`config.mk`:
```
export PLATFORM = sky130hd
export DESIGN_NAME = mem_access_ctrl
export DESIGN_NICKNAME = d
export VERILOG_FILES = /design/src/rtl/mem_access_ctrl.sv
export SDC_FILE = /design/constraint.sdc
export NUM_CORES = 1
export LEC_CHECK = 0
export BUFFER_PORTS_ARGS = -buffer_cell sky130_fd_sc_hd__buf_2
export CORE_MARGIN = 10
export CORE_UTILIZATION = 50
export DETAILED_ROUTE_END_ITERATION = 12
export GPL_ROUTABILITY_DRIVEN = 0
export MAX_ROUTING_LAYER = met4
export PLACE_DENSITY = 0.83
export SYNTH_ARGS = -nofsm -noshare
export SYNTH_HDL_FRONTEND = slang
export SYNTH_SLANG_ARGS = --single-unit
```
`constraint.sdc`:
```
create_clock -name clk -period 3 [get_ports clk]
set_input_delay 0 -clock clk [delete_from_list [all_inputs] [get_ports clk]]
set_output_delay 0 -clock clk [all_outputs]
set_load 0.01 [all_outputs]
```
`src/rtl/mem_access_ctrl.sv`:
```
// Multi-cycle load/store sequencer in front of a byte-wide synchronous memory; words go as two bytes.
// Define MEMCTRL_BIG_ENDIAN_EN to place the high byte of a word at the lower address.
module mem_access_ctrl #(
  parameter int unsigned ADDR_W = 13,
  parameter int unsigned DATA_W = 8
) (
  input  logic                clk,
  input  logic                rst,
  input  logic                reqValid,
  output logic                reqReady,
  input  logic                reqWrite,
  input  logic                reqWord,
  input  logic [ADDR_W-1:0]   reqAddr,
  input  logic [2*DATA_W-1:0] reqWData,
  output logic                rspValid,
  output logic [2*DATA_W-1:0] rspRData,
  output logic [ADDR_W-1:0]   memAddress,
  output logic [DATA_W-1:0]   memInData,
  output logic                memReadEn,
  output logic                memWriteEn,
  input  logic [DATA_W-1:0]   memOutData
);

  typedef enum logic [2:0] {StIdle, StWlo, StWhi, StRlo, StRhi, StRlast, StResp} state_e;

  state_e              state_q, state_d;
  logic [ADDR_W-1:0]   addr_q, addr_d;
  logic [2*DATA_W-1:0] wdata_q, wdata_d;
  logic [2*DATA_W-1:0] rdata_q, rdata_d;
  logic                word_q, word_d;
  logic [ADDR_W-1:0]   maddr_q, maddr_d;
  logic [DATA_W-1:0]   mdin_q, mdin_d;
  logic                rd_en_q, rd_en_d;
  logic                wr_en_q, wr_en_d;
  logic                rsp_q, rsp_d;
  logic [DATA_W-1:0]   first_byte, second_byte;

  // Direction is carried by the state itself (Wxx vs Rxx), so reqWrite needs no latch.
  always_comb begin
    state_d = state_q;
    addr_d  = addr_q;
    wdata_d = wdata_q;
    word_d  = word_q;
    rdata_d = rdata_q;
    unique case (state_q)
      StIdle: begin
        if (reqValid) begin
          addr_d  = reqAddr;
          wdata_d = reqWData;
          word_d  = reqWord;
          state_d = reqWrite ? StWlo : StRlo;
        end
      end
      StWlo: state_d = word_q ? StWhi : StResp;
      StWhi: state_d = StResp;
      StRlo: state_d = word_q ? StRhi : StRlast;
      StRhi: begin
`ifdef MEMCTRL_BIG_ENDIAN_EN
        rdata_d[2*DATA_W-1:DATA_W] = memOutData;
`else
        rdata_d[DATA_W-1:0] = memOutData;
`endif
        state_d = StRlast;
      end
      StRlast: begin
        if (word_q) begin
`ifdef MEMCTRL_BIG_ENDIAN_EN
          rdata_d[DATA_W-1:0] = memOutData;
`else
          rdata_d[2*DATA_W-1:DATA_W] = memOutData;
`endif
        end else begin
          rdata_d = {{DATA_W{1'b0}}, memOutData};
        end
        state_d = StResp;
      end
      StResp: state_d = StIdle;
      default: state_d = StIdle;
    endcase
  end

  // Byte accesses always use the low half regardless of byte order.
`ifdef MEMCTRL_BIG_ENDIAN_EN
  assign first_byte  = word_d ? wdata_d[2*DATA_W-1:DATA_W] : wdata_d[DATA_W-1:0];
  assign second_byte = wdata_d[DATA_W-1:0];
`else
  assign first_byte  = wdata_d[DATA_W-1:0];
  assign second_byte = wdata_d[2*DATA_W-1:DATA_W];
`endif

  // Memory-side outputs are registered from the next state, so they never see req* combinationally.
  always_comb begin
    rd_en_d = 1'b0;
    wr_en_d = 1'b0;
    rsp_d   = 1'b0;
    maddr_d = addr_d;
    mdin_d  = '0;
    unique case (state_d)
      StWlo: begin
        wr_en_d = 1'b1;
        mdin_d  = first_byte;
      end
      StWhi: begin
        wr_en_d = 1'b1;
        maddr_d = addr_d + ADDR_W'(1);
        mdin_d  = second_byte;
      end
      StRlo: rd_en_d = 1'b1;
      StRhi: begin
        rd_en_d = 1'b1;
        maddr_d = addr_d + ADDR_W'(1);
      end
      StResp: rsp_d = 1'b1;
      default: ;
    endcase
  end

  always_ff @(posedge clk or negedge rst) begin
    if (!rst) begin
      state_q <= StIdle;
      addr_q  <= '0;
      wdata_q <= '0;
      word_q  <= 1'b0;
      rdata_q <= '0;
      maddr_q <= '0;
      mdin_q  <= '0;
      rd_en_q <= 1'b0;
      wr_en_q <= 1'b0;
      rsp_q   <= 1'b0;
    end else begin
      state_q <= state_d;
      addr_q  <= addr_d;
      wdata_q <= wdata_d;
      word_q  <= word_d;
      rdata_q <= rdata_d;
      maddr_q <= maddr_d;
      mdin_q  <= mdin_d;
      rd_en_q <= rd_en_d;
      wr_en_q <= wr_en_d;
      rsp_q   <= rsp_d;
    end
  end

  assign reqReady   = (state_q == StIdle);
  assign rspValid   = rsp_q;
  assign rspRData   = rdata_q;
  assign memAddress = maddr_q;
  assign memInData  = mdin_q;
  assign memReadEn  = rd_en_q;
  assign memWriteEn = wr_en_q;

endmodule

```
==> results.json <==
{
  "status": "finished clean",
  "fin_util": 0.7000,
  "crit_path_frequent_cell": "nand2_1",
  "overflow": 0,
  "antennaDiodeCount": 0,
  "track_usage": 0.1751,
  "max-vdd-ir-drop_mv": 0.3881,
  "worst_slack_ns": 0.6969,
  "swShare": 0.3592,
  "setup_tns_ns": 0,
  "relSlewSlack": 0.4683,
  "synthDominantCellAreaShare": 0.5817,
  "p_leak_nw": 1.975,
  "drt_iter0_markers": 160,
  "place_inst": 406,
  "num_rows": 27,
  "worst_pin_slew_ns": 0.7975,
  "fin_cells": 460,
  "rsz0062_at_grt": "false",
  "grt_pass1_vias": 2440,
  "antenna_found_initial": 0,
  "clock-sinks": 65,
  "layout-drive-gt1-share": 0.3222,
  "finalSetupViolCount": 0,
  "root_buffer": "clkbuf_8",
  "p_clk_frac": 0.211,
  "worstPathRequired_ns": 3.25,
  "ys_ff_latch": 65,
  "grt_max_degree": 66,
  "ys.flop_type": "dfrtp_1",
  "path_class": "register to register",
  "p_total_mw": 3.475,
  "clk_pin_slew_ns": 0.07,
  "die_area_sq_um": 8984,
  "syn-num-nets": 307,
  "ctsHtreeMaxLevel": 3,
  "synth_most_common_cell": "nand2_1",
  "cts_setup_buffers": 0,
  "fp.dieW_um": 94.79,
  "drv_cap": 0,
  "cts_buffer_depth": 2,
  "synth_area_leader_cell": "dfrtp_1",
  "synth_seq_area_share": 0.5817,
  "wire_per_inst_um": 15.92,
  "cp_slowest_cell": "or4b_4",
  "hold_viol": 0,
  "ys_types": 36,
  "syn_area_per_cell_sq_um": 10.59,
  "fill_cells": 419,
  "slew_violations": 0,
  "drtAntennaViolNets": 0,
  "cts-resized-gates": 0,
  "seq_area_sq_um": 1627,
  "p_int_mw": 2.227,
  "ys_warn_count": 0,
  "drcViolationCount": 0,
  "post-place-ws_ns": 0.7405,
  "tritoncts": "done",
  "fin_crit_ns": 2.303,
  "synth_common_cells": "nand2_1, dfrtp_1, and3_1",
  "path_max_fanout": 25,
  "clock_latency_ns": 0.33,
  "numCtsBuffers": 9,
  "boundaryPins": 83,
  "endpoint_kind": "register",
  "dr.pass1.iters": 4,
  "viasPerCell": 5.024,
  "cts_hold_buf": 39,
  "grt_pass1_wl_mm": 11.97,
  "start_util": 0.5110,
  "post-dp-hpwl_mm": 4.777,
  "netlist_area_sq_um": 2796,
  "cp.arrival_ns": 2.55,
  "synth_enable_flop_cells": 0,
  "slowest_delay_ns": 0.77,
  "synth_area_leaders": "dfrtp_1, nand2_1, mux2_2",
  "cp_cell_sequence": "or4b_4 > nand2_1 > nand2_1 > ha_1 > and3_1 > o21ai_0 > xnor2_1",
  "syn_inst": 264,
  "die_h_um": 94.79,
  "worstSetupStartpointType": "register",
  "comb_power_share": 0.362,
  "syn2layout_area_growth_pct": 37.00,
  "core_sq_um": 5473,
  "async_flop_share": 1.000,
  "vias": 2311,
  "final_nets": 427,
  "power.density_nw_per_um2": 907.1,
  "holdCritPathClass": "input pin to register",
  "finClkSkew_ns": 0.004194,
  "fmax_mhz": 434.2,
  "switchingPower_mw": 1.248,
  "port_buffers": 82,
  "routed_wl_mm": 7.322,
  "seqPwrFrac": 0.428,
  "fin_crit_sh": 0.7677,
  "multiInputGateArea_sq_um": 1077
}
[path summary, 6_finish.rpt]
| check | startpoint | to | slack [ns] | cells after the start |
|---|---|---|---|---|
| setup reg to reg | state_q[1] | memAddress[8] | 0.70 | 7 |
| hold / removal | reqWData[3] | memInData[3] | 0.02 | 3 |
| max in group asynchronous | rst | rspRData[1] | 2.09 | 3 |
| min in group asynchronous | rst | addr_q[12] | 0.36 | 3 |
| hold reg to reg | rspRData[13] | rspRData[13] | 0.48 | 2 |
| setup / recovery | state_q[1] | memAddress[8] | 0.70 | 7 |
[layout by cell type, fill, tap and decap left out, drive strengths merged]
cell type and instances:
a21oi 1, a22o 2, a31o 8, and2 2
and3 15, and3b 1, buf 86, bufinv 1
clkbuf 12, clkinv 3, dfrtp 65, dlygate4sd3 39
ha 1, inv 2, mux2 11, mux2i 4
nand2 83, nand2b 1, nand3 6, nand4 1
nor2 3, nor2b 3, nor3 6, nor4 2
nor4b 1, o211ai 3, o21ai 10, o221ai 2
o31ai 2, or4b 1, xnor2 10, xor2 1
[registers in the layout, indices dropped and copies added (netlist names)]
name / flops
word_q: 1
memInData: 8
rspRData: 16
memAddress: 13
state_q: 3
memReadEn: 1
wdata_q: 8
rspValid: 1
addr_q: 13
memWriteEn: 1
[final cells by class]
class,instances,area share
clock buffer,12,0.04050
sequential,65,0.4246
inverter,3,0.002939
tap,72,0.02351
multi-input combinational,180,0.2812
timing repair buffer,125,0.2169
clock inverter,3,0.01045
[power by group through the flow]
stage | clock, mW | sequential, mW | combinational (mW)
after global routing | 0.778 | 1.53 | 1.41
final | 0.732 | 1.49 | 1.26
after CTS | 0.743 | 1.49 | 1.27
after global placement | 0 | 1.48 | 1.19
after detailed placement | 0 | 1.50 | 1.23
after floorplan | 0 | 1.52 | 0.742
[critical path: cells and delay by family, from the launching register on]
family                   cells  cell delay [ns]
AO/OA/AOI/OAI                1             0.11
adder cells (fa/ha/maj)      1             0.21
XOR/XNOR                     1             0.15
AND/OR/NAND/NOR              4             1.21
flip-flops                   1             0.53
[per-stage QoR]
stage               hold WS [ns]  area (sq um)
finish                   0.01910          3831
detailed placement        0.2177          3246
floorplan                -0.2956          2796
global placement          0.2162          3246
global route             0.02801          3831
CTS                     0.008783          3831
[cells by family after synthesis]
group,count (synthesis),share of synthesized area
muxes,15,0.05995
xor gates and xnor gates,11,0.03445
and+or+nand+nor,125,0.2103
DFF,65,0.5817
AOI/OAI and AO/OA,28,0.07293
adders and majority gates,1,0.004474
buffers and inverters,19,0.03624
[per-layer routing]
metal,vias up,track usage,part of all wire
met5,-,-,0
met4,0,0.07731,0.015
met3,10,0.04758,0.076
met2,91,0.2838,0.50
met1,1081,0.1991,0.41
li1,1129,-,-
Power figures use the tool's default switching activity.
